[src/rtl/sample_ram_arbiter.sv]
// sample_ram_arbiter: ping-pong 2-bank sample RAM arbiter, write priority with bounded read starvation.
// Define ARB_STATS_EN to add swap_count and wr_stall_count outputs.
module sample_ram_arbiter #(
  parameter int ADDR_W       = 8,
  parameter int DATA_W       = 8,
  parameter int STARVE_LIMIT = 4
) (
  input  logic              clk,
  input  logic              reset,
  input  logic              wr_req,
  input  logic [ADDR_W-1:0] wr_addr,
  input  logic [DATA_W-1:0] wr_data,
  input  logic              wr_last,
  output logic              wr_gnt,
  input  logic              rd_req,
  input  logic [ADDR_W-1:0] rd_addr,
  output logic              rd_gnt,
  output logic              rd_valid,
  output logic [DATA_W-1:0] rd_data,
  input  logic              display_idle,
  output logic [ADDR_W:0]   ram_addr,
  output logic              ram_we,
  output logic [DATA_W-1:0] ram_wdata,
  input  logic [DATA_W-1:0] ram_rdata,
  output logic              bank_sel,
  output logic              frame_ready
`ifdef ARB_STATS_EN
  ,
  output logic [15:0]       swap_count,
  output logic [15:0]       wr_stall_count
`endif
);
  typedef enum logic {FILLING, FULL} state_t;
  localparam logic [3:0] LIMIT = 4'(STARVE_LIMIT);
  state_t state_q, state_d;
  logic bank_sel_q, bank_sel_d, rd_valid_q, rd_valid_d, swap;
  logic [3:0] starve_cnt_q, starve_cnt_d;
  logic [ADDR_W:0] ram_addr_q, ram_addr_d;
  logic [DATA_W-1:0] ram_wdata_q, ram_wdata_d;
  always_comb begin
    wr_gnt = wr_req && state_q == FILLING && !(rd_req && starve_cnt_q == LIMIT);
    rd_gnt = rd_req && !wr_gnt;
    // a swap must not split a read from its returning data
    swap = state_q == FULL && display_idle && !rd_valid_q && !rd_gnt;
    ram_addr_d = wr_gnt ? {bank_sel_q, wr_addr} : rd_gnt ? {~bank_sel_q, rd_addr} : ram_addr_q;
    ram_wdata_d = wr_gnt ? wr_data : ram_wdata_q;
    rd_valid_d = rd_gnt;
    bank_sel_d = bank_sel_q ^ swap;
    state_d = swap ? FILLING : (wr_gnt && wr_last) ? FULL : state_q;
    starve_cnt_d = (swap || rd_gnt || !rd_req) ? 4'd0 :
                   (wr_gnt && starve_cnt_q != LIMIT) ? starve_cnt_q + 4'd1 : starve_cnt_q;
  end
  always_ff @(posedge clk or negedge reset) begin
    if (!reset) begin
      state_q      <= FILLING;
      bank_sel_q   <= 1'b0;
      rd_valid_q   <= 1'b0;
      starve_cnt_q <= 4'd0;
      ram_addr_q   <= '0;
      ram_wdata_q  <= '0;
    end else begin
      state_q      <= state_d;
      bank_sel_q   <= bank_sel_d;
      rd_valid_q   <= rd_valid_d;
      starve_cnt_q <= starve_cnt_d;
      ram_addr_q   <= ram_addr_d;
      ram_wdata_q  <= ram_wdata_d;
    end
  end
  assign ram_addr    = ram_addr_d;
  assign ram_wdata   = ram_wdata_d;
  assign ram_we      = wr_gnt;
  assign rd_valid    = rd_valid_q;
  assign rd_data     = ram_rdata;
  assign bank_sel    = bank_sel_q;
  assign frame_ready = state_q == FULL;
`ifdef ARB_STATS_EN
  logic [15:0] swap_count_q, swap_count_d, wr_stall_count_q, wr_stall_count_d;
  always_comb begin
    swap_count_d = swap ? swap_count_q + 16'd1 : swap_count_q;
    wr_stall_count_d = (wr_req && !wr_gnt && wr_stall_count_q != 16'hFFFF) ? wr_stall_count_q + 16'd1 : wr_stall_count_q;
  end
  always_ff @(posedge clk or negedge reset) begin
    if (!reset) begin
      swap_count_q     <= '0;
      wr_stall_count_q <= '0;
    end else begin
      swap_count_q     <= swap_count_d;
      wr_stall_count_q <= wr_stall_count_d;
    end
  end
  assign swap_count     = swap_count_q;
  assign wr_stall_count = wr_stall_count_q;
`endif
endmodule

[config.mk]
export PLATFORM = sky130hd
export DESIGN_NAME = sample_ram_arbiter
export DESIGN_NICKNAME = d
export VERILOG_FILES = /design/src/rtl/sample_ram_arbiter.sv
export SDC_FILE = /design/constraint.sdc
export NUM_CORES = 1
export LEC_CHECK = 0
export ABC_AREA = 1
export CAP_MARGIN = 0
export CORE_UTILIZATION = 26
export CTS_CLUSTER_SIZE = 40
export DETAILED_ROUTE_END_ITERATION = 10
export SLEW_MARGIN = 0
export SYNTH_ARGS = -nofsm -noshare
export SYNTH_HDL_FRONTEND = slang
export SYNTH_SLANG_ARGS = --single-unit
[constraint.sdc]
create_clock -name clk -period 1.38 [get_ports clk]
set_input_delay 0.138 -clock clk [delete_from_list [all_inputs] [get_ports clk]]
set_output_delay 0.138 -clock clk [all_outputs]
set_load 0.01 [all_outputs]
# After elaboration in Yosys (flattened, before gate mapping)
# Cells that the tools add are included.
# op_classes
n_addsub	1
eq_ne	2
n_mux	7
bitwise	3
reduce_logical	18
# op_table
cell	count
$mux 9	2
$logic_and 1x1->1	9
$mux 4	2
$mux 8	1
$logic_not 1->1	5
$add 4x1->4 const B	1
$eq 4x3->1 const B	1
$ne 4x3->1 const B	1
$reduce_bool 2->1	2
$logic_or 1x1->1	2
$mux 1	2
$not 1->1	2
$xor 1x1->1	1
# totals
reg_bits	24
input_bits	38
output_inout_bits	31
elab_cells	37

# Longest topological paths before layout
# logic_depth
depth_word	11
mapped_depth	10
ltp_nobuf	10

# Worst setup path after synthesis
# No wires, ideal clock.
# synth_timing
kind	flip-flop to flip-flop
from	register starve_cnt_q[0]
to	register ram_addr_q[0]
setup_ns	0.139
arrival_ns	1.212
t_required_ns	1.241
setup_slack_ns	0.029
path_stages_with_launch	9
path_buffers	1
synth_period_minus_slack_ns	1.351
cell_sequence	dfrtp_1 > inv_1 > ha_1 > nand2_1 > inv_2 > nand2_4 > nand2_8 > buf_4 > o21a_1
# synth_between
elab_chain_cells	8
# synth_lines
element	line	rtl
start, declared	37	logic [3:0] starve_cnt_q, starve_cnt_d;
start signal, assigned	65	starve_cnt_q <= starve_cnt_d;
$eq 4x3->1 *	41	wr_gnt = wr_req && state_q == FILLING && !(rd_req && starve_cnt_q == LIMIT);
$logic_and 1x1->1 *	41	
$logic_not 1->1 *	41	
$logic_and 1x1->1 *	41	
$logic_not 1->1	42	rd_gnt = rd_req && !wr_gnt;
$logic_and 1x1->1	42	
$mux 9	45	ram_addr_d = wr_gnt ? {bank_sel_q, wr_addr} : rd_gnt ? {~bank_sel_q, rd_addr} : ram_addr_q;
$mux 9 *	45	
named net ram_addr[0]	21	output logic [ADDR_W:0] ram_addr,
end signal, assigned	66	ram_addr_q <= ram_addr_d;
end, declared	38	logic [ADDR_W:0] ram_addr_q, ram_addr_d;
# Mark *: on every way through the listed nets, which the timed path passes. The rest lies on a longest branch.
# A chain may end at the register's enable or synchronous reset.

# Worst setup path in the final report
# layout_timing
from	register starve_cnt_q[1]
to	output port ram_addr[3]
# layout_between
elab_chain_cells	8
# layout_lines
element	line
$eq 4x3->1 *	41
$logic_and 1x1->1 *	41
$logic_not 1->1 *	41
$logic_and 1x1->1 *	41
$logic_not 1->1	42
$logic_and 1x1->1	42
$mux 9	45
$mux 9 *	45
end, declared	21
# Mark *: on every way between the ends. The rest lies on a longest branch, timed or not.

==> metrics.md <==
| Metric | Value |
|---|---|
| 1st-iter DRT viols | 22 |
| Mean routed wirelength per cell | roughly 12 um |
| Synth Instances | 140 |
| Starting Density | about 27% |
| Mapped Avg Cell Area | between 8 and 9 um^2 |
| Largest net degree at the start of global routing | 25 |
| Critical path startpoint category | flop |
| Rows | 24 |
| Distinct cells, synth | 23 |
| Worst skew pair latency | 0.26 ns |
| Die ar. | a little under 5000 um^2 |
| Sequential area share after synthesis | between 40% and 50% |
| WP data arrival | roughly 1.6 ns |
| Critical Path RT | around 1.2 ns |
| Most frequent cells in the layout | clkdlybuf4s50_1, buf_4, nand2_1, dfrtp_1, buf_6 |
| Clock power share | between 10% and 20% |
| Via count | 1140 |
| Total grt overflow | 0 |
| Least-Margin Pin Slew | between 0.3 and 0.4 ns |
| Crit share post-route | 128.1% |
| CTS root buf | clkbuf_8 |
| IO Port Bufs | 52 |
| Total CTS buffers | 3 |
| Cell taking the most area after synthesis | dfrtp_1 |
| Diodes inserted | 0 |
| Via density | between 4 and 5 |
| Critical Path Max Stage Delay | 0.38 ns |
| Setup TNS | -7.873 ns |
| YS warnings | 0 |
| Final GP Congestion | 0.6815 |
| Final net count | 264 |
| Post-layout min period | 1.768 ns |
| CTS tree | yes |
| CTS H-tree depth | 1 |
| Clock transition at path regs | around 0.08 ns |
| Number of antenna-violating nets in the routed design | 0 |
| Core ar. | ~4400 um^2 |
| Top Family by Delay on Critical Path | buffers and inverters |
| Clk buf depth | 2 |
| Maximum VDD drop | roughly 1100 uV |
| Switching Fraction | between 30% and 40% |
| P&R area growth vs syn | 91.92% |
| Placed cell count | 246 |
| Die H | about 70 um |
| Finished Layout Cells | 275 |
| CTS sink cnt | 24 |
| Slew headroom | about 78% |
| Flop pwr share | a little over a quarter |
| Critical path, cell by cell | inv_1 > ha_2 > nand2_2 > inv_2 > nand2_8 > nand2_8 > buf_6 > nand3_2 > o21ai_2 > inv_1 > buf_2 |
| Top post-synthesis cells by area | dfrtp_1, nand2_1, buf_4 |
| Leak | between 1 and 1.5 nW |
| Status | finished with violations |
| Critical path capture point type | output port |
| Initial antenna violation count | 0 |
| Internal power | about 0.0026 W |
| Synth Net Count | 180 |
| Number of synthesized register bits | 24 |
| Crit-path max FO | 5 |
| Failing checks | setup timing |
| DIE WIDTH | 70.15 um |
| NetSw | roughly 0.0013 W |
| Hold_buf cts | 0 |
| Fraction of layout cells with a size suffix above 1 | about half |
| DRC Markers | 0 |
| Synth Cell Area | 1207 um^2 |
| Synth top area share | between 40% and 50% |
| Final Hold Fails | 0 |
| Max-Cap Viols | 0 |
| Worst Hold Class | primary input to asynchronous set/reset pin |
| WL final | between 3000 and 4000 um |
| Combinational share of power | between 50 and 60% |
| GRT Overall Usage | 13.62% |
| Layout Skew | between 0.004 and 0.005 ns |
| Pwr dens | ~1700 nW/um^2 |
| CP max-delay cell | dfrtp_1 |
| First-pass GRT wire length | around 5300 um |
| Commonest non-fill, non-tap cell in the layout | clkdlybuf4s50_1 |
| Buffers & Inverters on Critical Path | 5 |
| Slew Viols, Final | 0 |
| IO Pins | a little under 70 |
| Dpl hpwl | 1977 um |
| First-pass iteration count of the detailed router | 3 |
| Final setup violating endpoints | 35 |
| Critical path class | flop to output port |
| Vias in the first global route | around 1200 |
| RSZ-0062 raised after global routing | true |
| Post-route worst setup slack | -0.3881 ns |
| Fmax | around 570 MHz |
==> final cells by class <==
type | count | area (um^2)
clock inverter | 1 | 30.03
clock buffer | 3 | 41.29
fill | 401 | 2097
sequential | 24 | 600.6
multi-input combinational | 88 | 645.6
tap | 52 | 65.06
timing repair buffer | 90 | 854.6
inverter | 17 | 80.08
==> per-stage QoR <==
stage / total power [W] / area (um^2) / utilization (%) / hold WS (ns) / worst slack (ns)
global placement: 0.002615 / 1809 / 40.99 / 0.2761 / -0.5789
detailed placement: 0.002622 / 1809 / 40.99 / 0.2761 / -0.5860
CTS: 0.003439 / 2042 / 46.26 / 0.2379 / -0.4319
finish: 0.003904 / 2317 / 52.49 / 0.2294 / -0.3881
floorplan: 0.001772 / 1207 / - / -0.1576 / 0.02938
global route: 0.004178 / 2317 / 52.49 / 0.2469 / -0.4885
==> logic make-up after synthesis <==
group	synth area share, %
XOR/XNOR	1.451
AND/OR/NAND/NOR	27.36
AO/OA/AOI/OAI	5.907
buffers and inverters	13.47
adder cells (fa/ha/maj)	2.072
flip-flops	49.74
==> sequential cells by signal, summed over array words and instances (netlist names) <==
register      cells
bank_sel          1
frame_ready       1
ram_addr_q        9
rd_valid          1
starve_cnt_q      4
ram_wdata_q       8
==> cells in the mapped netlist <==
library cell and count:
inv_1 11, nand3_1 7, o21a_1 2, buf_2 2
o21ai_0 2, buf_6 1, nand2_4 1, dfrtp_1 24
nor2_2 1, nand2_1 46, nor2_1 10, nand2_8 1
xnor2_1 1, and2_1 1, o21ai_2 3, nand3_2 3
inv_2 5, nor2_4 1, o21ai_1 4, ha_1 2
xor2_1 1, inv_4 1, buf_4 10
==> power by group through the flow <==
| stage | Combinational (W) | Sequential (W) | Clock (W) |
|---|---|---|---|
| floorplan | 0.000715 | 0.00106 | 0 |
| global placement | 0.00158 | 0.00103 | 0 |
| detailed placement | 0.00159 | 0.00104 | 0 |
| CTS | 0.00178 | 0.00103 | 0.000629 |
| global route | 0.00245 | 0.00107 | 0.000664 |
| finish | 0.00226 | 0.00104 | 0.000604 |
==> what timing repair did <==
item / in CTS / in global routing
resized for setup: 109 / 53
pin swaps: 11 / 9
endpoints found under the setup margin: 32 / 37
gates cloned: 3 / 0
buffers inserted: 14 / 10
==> final timing paths <==
kind / startpoint / end / slack [ns] / cells past startpoint
max: starve_cnt_q[1]$_DFFE_PN0P_ / ram_addr[3] / -0.39 / 11
min in group clk: ram_rdata[1] / rd_data[1] / 0.28 / 0
max reg2reg: starve_cnt_q[1]$_DFFE_PN0P_ / ram_wdata_q[6]$_DFF_PN0_ / -0.28 / 13
min reg2reg: ram_wdata_q[0]$_DFF_PN0_ / ram_wdata_q[0]$_DFF_PN0_ / 0.47 / 2
min: reset / ram_addr_q[2]$_DFF_PN0_ / 0.23 / 2
max in group asynchronous: reset / ram_wdata_q[4]$_DFF_PN0_ / 0.91 / 2
==> layer usage <==
metal / track usage [%] / part of all wire [%] / vias up
li1: - / - / 583
met1: 17.85 / 44 / 531
met2: 22.33 / 51 / 24
met3: 2.309 / 3.9 / 2
met4: 5.333 / 1.1 / 0
met5: 0 / 0 / -
Power figures use the tool's default switching activity.
